### config.mk
export PLATFORM = sky130hd
export DESIGN_NAME = resamp_rate_ctrl
export DESIGN_NICKNAME = d
export VERILOG_FILES = /design/src/rtl/resamp_rate_ctrl_pkg.sv /design/src/rtl/resamp_tgl_sync.sv /design/src/rtl/resamp_rate_ctrl.sv
export SDC_FILE = /design/constraint.sdc
export NUM_CORES = 1
export LEC_CHECK = 0
export ABC_CLOCK_PERIOD_IN_PS = 4300
export CAP_MARGIN = 10
export CORE_AREA = 2 2 145 147
export CTS_BUF_LIST = sky130_fd_sc_hd__clkbuf_2
export DETAILED_ROUTE_END_ITERATION = 16
export DIE_AREA = 0 0 147 149
export SETUP_SLACK_MARGIN = 0.4
export SLEW_MARGIN = 20
export SYNTH_ARGS = -nofsm -noshare
export SYNTH_HDL_FRONTEND = slang
export SYNTH_SLANG_ARGS = --single-unit
### constraint.sdc
create_clock -name clk -period 4.3 [get_ports clk]
set_clock_uncertainty 0.2 [all_clocks]
set_input_delay 0.86 -clock clk [delete_from_list [all_inputs] [get_ports clk]]
set_output_delay 0.86 -clock clk [all_outputs]
set_load 0.02 [all_outputs]
### src/rtl/resamp_rate_ctrl_pkg.sv
// Shared types and constants for the resampler rate controller.
// State encoding, accumulator width and default output widths.
package resamp_rate_ctrl_pkg;

    typedef enum logic [1:0] {
        ST_IDLE = 2'd0,
        ST_ARM  = 2'd1,
        ST_RUN  = 2'd2
    } state_e;

    localparam int PHASE_W   = 32;
    localparam int MU_W_DEF  = 18;
    localparam int CNT_W_DEF = 16;

endpackage

### src/rtl/resamp_tgl_sync.sv
// Rate-word handoff from the register domain: 2-FF toggle sync, edge detect, shadow capture.
// new_rate is high 2 clk after the toggle; the shadow loads 3 clk after it. No backpressure.
module resamp_tgl_sync
    import resamp_rate_ctrl_pkg::*;
(
    input  logic               clk,
    input  logic               reset_n,
    input  logic               rate_tgl,
    input  logic [PHASE_W-1:0] rate_in,
    output logic [PHASE_W-1:0] shadow,
    output logic               new_rate
);

    logic               sync1_q;
    logic               sync2_q;
    logic               sync3_q;
    logic [1:0]         warm_q;
    logic [PHASE_W-1:0] shadow_q;

    // Detect is masked until the chain has reloaded the live toggle level after reset,
    // so a toggle left high across reset is not taken for a fresh write.
    assign new_rate = (sync2_q ^ sync3_q) & (warm_q == 2'd3);
    assign shadow   = shadow_q;

    always_ff @(posedge clk or negedge reset_n) begin
        if (!reset_n) begin
            sync1_q  <= 1'b0;
            sync2_q  <= 1'b0;
            sync3_q  <= 1'b0;
            warm_q   <= 2'd0;
            shadow_q <= '0;
        end else begin
            sync1_q <= rate_tgl;
            sync2_q <= sync1_q;
            sync3_q <= sync2_q;
            if (warm_q != 2'd3) begin
                warm_q <= warm_q + 2'd1;
            end
            if (new_rate) begin
                shadow_q <= rate_in;
            end
        end
    end

endmodule

### src/rtl/resamp_rate_ctrl.sv
// Resampler sequencer: phase accumulator stepped by rate_active, issuing clkEn_out and mu.
// clkEn_out/mu registered 1 clk after clkEn_in; no backpressure, at most one strobe per input.
module resamp_rate_ctrl
    import resamp_rate_ctrl_pkg::*;
#(
    parameter int MU_W  = MU_W_DEF,
    parameter int CNT_W = CNT_W_DEF
) (
    input  logic               clk,
    input  logic               reset_n,
    input  logic               enable,
    input  logic               flush,
    input  logic               clkEn_in,
    input  logic [PHASE_W-1:0] rate_in,
    input  logic               rate_tgl,
    output logic               clkEn_out,
    output logic [MU_W-1:0]    mu,
    output logic [PHASE_W-1:0] rate_active,
    output logic               rate_pending,
    output logic               run,
    output logic [CNT_W-1:0]   out_count
);

    state_e             state_q;
    logic [PHASE_W-1:0] phase_q;
    logic [PHASE_W-1:0] rate_q;
    logic               pend_q;
    logic               clken_q;
    logic [MU_W-1:0]    mu_q;
    logic [CNT_W-1:0]   cnt_q;

    logic [PHASE_W-1:0] shadow;
    logic               new_rate;
    logic [PHASE_W:0]   sum_d;

    resamp_tgl_sync u_tgl_sync (
        .clk      (clk),
        .reset_n  (reset_n),
        .rate_tgl (rate_tgl),
        .rate_in  (rate_in),
        .shadow   (shadow),
        .new_rate (new_rate)
    );

    assign sum_d = {1'b0, phase_q} + {1'b0, rate_q};

    assign clkEn_out    = clken_q;
    assign mu           = mu_q;
    assign rate_active  = rate_q;
    assign rate_pending = pend_q;
    assign run          = (state_q == ST_RUN);
    assign out_count    = cnt_q;

    always_ff @(posedge clk or negedge reset_n) begin
        if (!reset_n) begin
            state_q <= ST_IDLE;
            phase_q <= '0;
            rate_q  <= '0;
            pend_q  <= 1'b0;
            clken_q <= 1'b0;
            mu_q    <= '0;
            cnt_q   <= '0;
        end else begin
            clken_q <= 1'b0;
            if (new_rate) begin
                pend_q <= 1'b1;
            end
            case (state_q)
                ST_IDLE: begin
                    phase_q <= '0;
                    // A detect arriving in the same cycle keeps pending set for the newer word.
                    if (pend_q) begin
                        rate_q <= shadow;
                        if (!new_rate) begin
                            pend_q <= 1'b0;
                        end
                    end
                    if (enable) begin
                        state_q <= ST_ARM;
                    end
                end
                ST_ARM: begin
                    phase_q <= '0;
                    if (!enable) begin
                        state_q <= ST_IDLE;
                    end else if (clkEn_in) begin
                        state_q <= ST_RUN;
                    end
                end
                ST_RUN: begin
                    if (!enable) begin
                        state_q <= ST_IDLE;
                        phase_q <= '0;
                    end else if (flush) begin
                        phase_q <= '0;
                    end else if (clkEn_in) begin
                        phase_q <= sum_d[PHASE_W-1:0];
                        clken_q <= sum_d[PHASE_W];
                        mu_q    <= sum_d[PHASE_W-1 -: MU_W];
                        if (sum_d[PHASE_W]) begin
                            cnt_q <= cnt_q + {{(CNT_W-1){1'b0}}, 1'b1};
                            // The wrapping step used the old rate; the new one takes the next step.
                            if (pend_q) begin
                                rate_q <= shadow;
                                if (!new_rate) begin
                                    pend_q <= 1'b0;
                                end
                            end
                        end
                    end
                end
                default: begin
                    state_q <= ST_IDLE;
                    phase_q <= '0;
                end
            endcase
        end
    end

endmodule

# Word-level counts from Yosys, hierarchy flattened
# Index checks and enable logic that the tools add are counted.
# Widths: inputs -> output; s select.
[classes]
n_addsub = 3
n_eq_ne = 12
mux = 27
n_bitwise = 3
n_reduce_logical = 6
[ops]
columns = ["cell", "count"]
rows = [
  ["$mux 32", 9],
  ["$pmux 32 s2", 1],
  ["$add 32x32->33", 1],
  ["$add 16x1->16 const B", 1],
  ["$ne 2x2->1 const B", 6],
  ["$mux 1", 11],
  ["$reduce_and 5->1", 2],
  ["$mux 2", 4],
  ["$pmux 2 s3", 1],
  ["$eq 2x2->1 const B", 2],
  ["$ne 4x4->1 const B", 1],
  ["$reduce_and 4->1", 1],
  ["$ne 3x3->1 const B", 1],
  ["$reduce_and 3->1", 1],
  ["$add 2x1->2 const B", 1],
  ["$eq 2x1->1 const B", 1],
  ["$logic_not 2->1", 1],
  ["$ne 2x1->1 const B", 1],
  ["$pmux 1 s2", 1],
  ["$reduce_bool 2->1", 1],
  ["$and 1x1->1", 1],
  ["$not 1->1", 1],
  ["$xor 1x1->1", 1],
]
[word_totals]
ff_bits = 139
elab_cells = 63

# Longest topological paths before layout
[depth]
depth_word = 10
depth_mapped = 12
ltp_nobuf = 11

# Cells and area by module
# From an unflattened synthesis, not the netlist that was laid out.
[unflattened]
hier_cells = 645
area_unflattened_um2 = 7392.1
[by_module_without_submodules]
columns = ["module", "instances", "cells_each", "area_each_um2"]
rows = [
  ["resamp_rate_ctrl", 1, 567, 5911.9],
  ["resamp_tgl_sync", 1, 78, 1480.2],
]

# Worst setup path before layout
# OpenSTA, ideal clock, no wires.
[synth_timing]
path_kind = "register -> register"
from = "reg rate_q[0], in the netlist rate_active[0]"
to = "reg rate_q[10], in the netlist rate_active[10]"
setup_time_ns = 0.125
t_arrival_ns = 2.907
required_ns = 3.975
slack_ns = 1.068
stages_incl_launch_ff = 13
cell_sequence = "dfrtp_1 -> ha_1 -> inv_1 -> fa_1 -> and2b_1 -> o2111ai_2 -> a21boi_2 -> o211ai_2 -> a311o_1 -> a31oi_4 -> nand2_4 -> buf_6 -> mux2_4"
[synth_via]
elab_chain_len = 3
[synth_rtl]
columns = ["element", "line_no", "source"]
rows = [
  ["start: declaration", "resamp_rate_ctrl.sv:26", "logic [PHASE_W-1:0] rate_q;"],
  ["start signal: assignment", "resamp_rate_ctrl.sv:73", "rate_q <= shadow;"],
  ["start signal: assignment", "resamp_rate_ctrl.sv:104", "rate_q <= shadow;"],
  ["$add 32x32->33", "resamp_rate_ctrl.sv:45", "assign sum_d = {1'b0, phase_q} + {1'b0, rate_q};"],
  ["$ne 2x1->1 (no line)", "n/a", ""],
  ["$reduce_and 5->1 (no line)", "n/a", ""],
]
# No other way between the ends.
# A chain may end at the register's enable or synchronous reset.

# Worst setup path after layout
[layout_timing]
from = "reg rate_q[0], in the netlist rate_active[0]"
to = "reg rate_q[21], in the netlist rate_active[21]"
# The elaborated chain is that of the path after synthesis.

==> results.md <==
* Outcome: finished, final reports clean
* Die area at 21900 µm²
* Clock Power Share at 0.182
* Die Ht at roughly 150 µm
* Via Count at around 5300
* FP Rows at 53
* Register area share after synthesis at 0.473
* First-pass GRT wire length at 27500 µm
* Antenna-violating nets left at 0
* Nets at around 840
* Worst path max stage delay at 440 ps
* TritonCTS clock tree: built
* Initial antenna violation count at 1
* Hold Startpoint: u_tgl_sync.sync1_q$_DFF_PN0_
* Actual slew at the worst max-slew pin at 781 ps
* Area growth syn-to-layout at 21.2%
* Unrepaired setup endpoints after global routing: no
* Drt first pass iters at 4
* EDFF count, synth at 0
* Residual DRC count at 0
* Mapped Area at 7360 µm²
* Crit. End Element: flip-flop
* Async SR Flop Fraction at 1.00
* Post-layout minimum cycle time at 3620 ps
* Largest net degree at the start of global routing at 85
* Die width at 147 µm
* Total number of yosys warnings at 0
* Post-synth net total at 739
* Inserted Clock Buffers at 17
* Worst Path Arrival at approximately 4000 ps
* R2R cell count at 11
* Reg-to-Reg Start: rate_active[0]$_DFFE_PN0P_
* Layout cells sized above 1 at 0.159
* Total global-route track usage at 0.158
* Max_slew headroom at 0.479
* Sw frac at 0.366
* Cell breakdown of the critical path: ha_1 -> inv_1 -> fa_1 -> and2b_1 -> o2111ai_2 -> a21boi_2 -> o211ai_2 -> a311o_1 -> a31oi_4 -> nand2_4 -> mux2_4
* Pins Over Slew Limit at 0
* Via density at 5.01
* Yosys top cell area share at 0.473
* Port buffer count at 106
* Pleak at about 4.2 nW
* # Post-CTS Setup Buffers at 0
* Hold Crit Depth at 0
* Clk sinks at 139
* Core area at 20600 µm²
* Gr ovfl total at 0
* # H-tree levels at 4
* Clock Tree Root: clkbuf_2
* F_max at approximately 280 MHz
* NetSw at 1.49 mW
* Yosys top cell by area: dfrtp_1
* Worst Path Required at around 4700 ps
* Cts hold-fix bufs at 1
* Setup Crit Path Kind: flip-flop to flip-flop
* Vias in the first global route at 5305
* TNS Setup at 0 ps
* Worst Hold Class: flip-flop to flip-flop
* Hold Fails Final Rpt at 0
* Post-synthesis cell type count at 60
* P_int at 2.57 mW
* Avg Synthesized Cell Area at around 11 µm²
* Synthesis-stage register bit count at 139
* Max-cap violations at 0
* Hpwl dp at 11600 µm
* Total Wirelength at between 15000 and 20000 µm
* Slowest-stage cell, CP: mux2_4
* Power density over the cells at 455 nW/µm²
* RePlAce Congestion at 0.865
* Crit share post-route at 0.843
* Setup violators final at 0
* I/O Pins at 107
* Combinational group share of total power at 0.390
* Drt wl/cell at ~16 µm
* Placed cell area at 8680 µm²
* Clock Path Buffers at 2
* Cell count after synthesis at 666
* Synth top area cells: dfrtp_1, mux2_4, mux2_2, ha_1, nand2_1
* Fin area at 8910 µm²
* VDD IR-drop max at between 0.2 and 0.3 mV
* Clk_lat worst skew at 710 ps
* Worst setup SP type: flip-flop
* DR iter-0 viols at 308
* Worst-path clk slew at 190 ps
* Prevailing post-synth register cell: dfrtp_1
* CP startpoint: rate_active[0]$_DFFE_PN0P_
* Worst-path fanout max at 32
* # resized after CTS at 0
* Sequential Power Share at 0.428
* Initial Utilization at 0.358
## kinds of logic (layout without fill, tap and decap cells)
| logic type | count (synthesis) | count (layout) | synth area share |
|---|---|---|---|
| and+or+nand+nor | 184 | 184 | 0.129 |
| adders and majority gates | 35 | 35 | 0.0605 |
| AOI/OAI and AO/OA | 151 | 151 | 0.137 |
| xor gates and xnor gates | 37 | 37 | 0.0440 |
| other | 0 | 2 | 0 |
| muxes | 75 | 75 | 0.129 |
| DFF | 139 | 139 | 0.473 |
| buffers and inverters | 45 | 161 | 0.0282 |
## critical path, delay by kind of cell, from the launching register on
family | cells | cell delay (ps)
and+or+nand+nor | 2 | 620
buffers and inverters | 1 | 60
muxes | 1 | 440
AOI/OAI and AO/OA | 5 | 1150
adders and majority gates | 2 | 590
DFF | 1 | 420
## cell usage in the layout (no fill, tap or decap), types with 14 or more instances in the layout
| cell | count |
|---|---|
| clkbuf_2 | 18 |
| clkdlybuf4s50_1 | 105 |
| dfrtp_1 | 139 |
| mux2_4 | 30 |
| inv_1 | 18 |
| a21o_1 | 16 |
| ha_1 | 34 |
| nand2_1 | 76 |
| xnor2_1 | 20 |
| xor2_1 | 17 |
| nor2_1 | 30 |
| o21ai_0 | 28 |
| a21oi_1 | 45 |
| nor3_1 | 14 |
| nand3_1 | 19 |
| mux2_2 | 39 |
## final timing paths
kind,end,slack [ps]
setup / recovery,rate_active[21]$_DFFE_PN0P_,680
hold / removal,u_tgl_sync.sync2_q$_DFF_PN0_,170
max in group asynchronous,mu[11]$_DFFE_PN0P_,2550
hold reg to reg,u_tgl_sync.sync2_q$_DFF_PN0_,170
min in group asynchronous,rate_active[3]$_DFFE_PN0P_,560
setup reg to reg,rate_active[21]$_DFFE_PN0P_,680
## cell usage after synthesis, types with 4 or more instances
cell type,number
dfrtp_1,139
inv_1,18
o21a_1,8
nand3_1,19
a21o_1,16
xnor2_1,20
xor2_1,17
a21oi_1,45
ha_1,34
o211ai_1,4
nor3_1,14
buf_2,7
mux2i_1,6
o21bai_1,5
a22o_1,10
and3_1,5
nand2_1,76
nor2_1,30
buf_6,4
mux2_2,39
clkbuf_1,12
a211o_1,6
a31oi_1,5
mux2_4,30
buf_1,4
o21ai_0,28
nor4_1,4
nand4_1,13
## sequential cells by signal (all words and copies together), names as in the netlist
register and count:
clkEn_out 1, mu 18, out_count 16, phase_q 32, rate_active 32, rate_pending 1, state_q 2, u_tgl_sync.shadow 32
u_tgl_sync.sync1_q 1, u_tgl_sync.sync2_q 1, u_tgl_sync.sync3_q 1, u_tgl_sync.warm_q 2
## per-stage QoR
step	setup slack [ps]	hold slack, ps	total power [mW]	util	instances
final	677	172	4.05	0.434	1059
after CTS	660	176	4.12	0.433	1057
after global routing	457	187	4.32	0.434	1059
after detailed placement	705	135	3.35	0.422	1025
after global placement	816	134	3.34	0.422	1025
after floorplan	1070	131	2.71	-	666
## cell type report
type,count,area [µm²]
Fill cell,2018,11600
Clock buffer,18,90.1
Antenna cell,2,5.00
Timing Repair Buffer,112,1120
Inverter,18,67.6
Tap cell,275,344
Clock inverter,13,129
Multi-Input combinational cell,482,3680
Sequential cell,139,3480
## layer usage
layer	GRT usage	wire length, µm	up-vias
met2	0.237	7210	112
met1	0.223	8260	2580
li1	-	-	2599
met4	0.0514	250	0
met3	0.0446	905	15
met5	0	0	-
## power by group through the flow
stage,registers (mW),clock network (mW),logic (mW)
after detailed placement,1.77,0,1.59
after global routing,1.78,0.831,1.72
after global placement,1.76,0,1.57
final,1.74,0.738,1.58
after CTS,1.74,0.781,1.59
after floorplan,1.93,0,0.781
No activity file was read; power rests on OpenSTA's default activity.
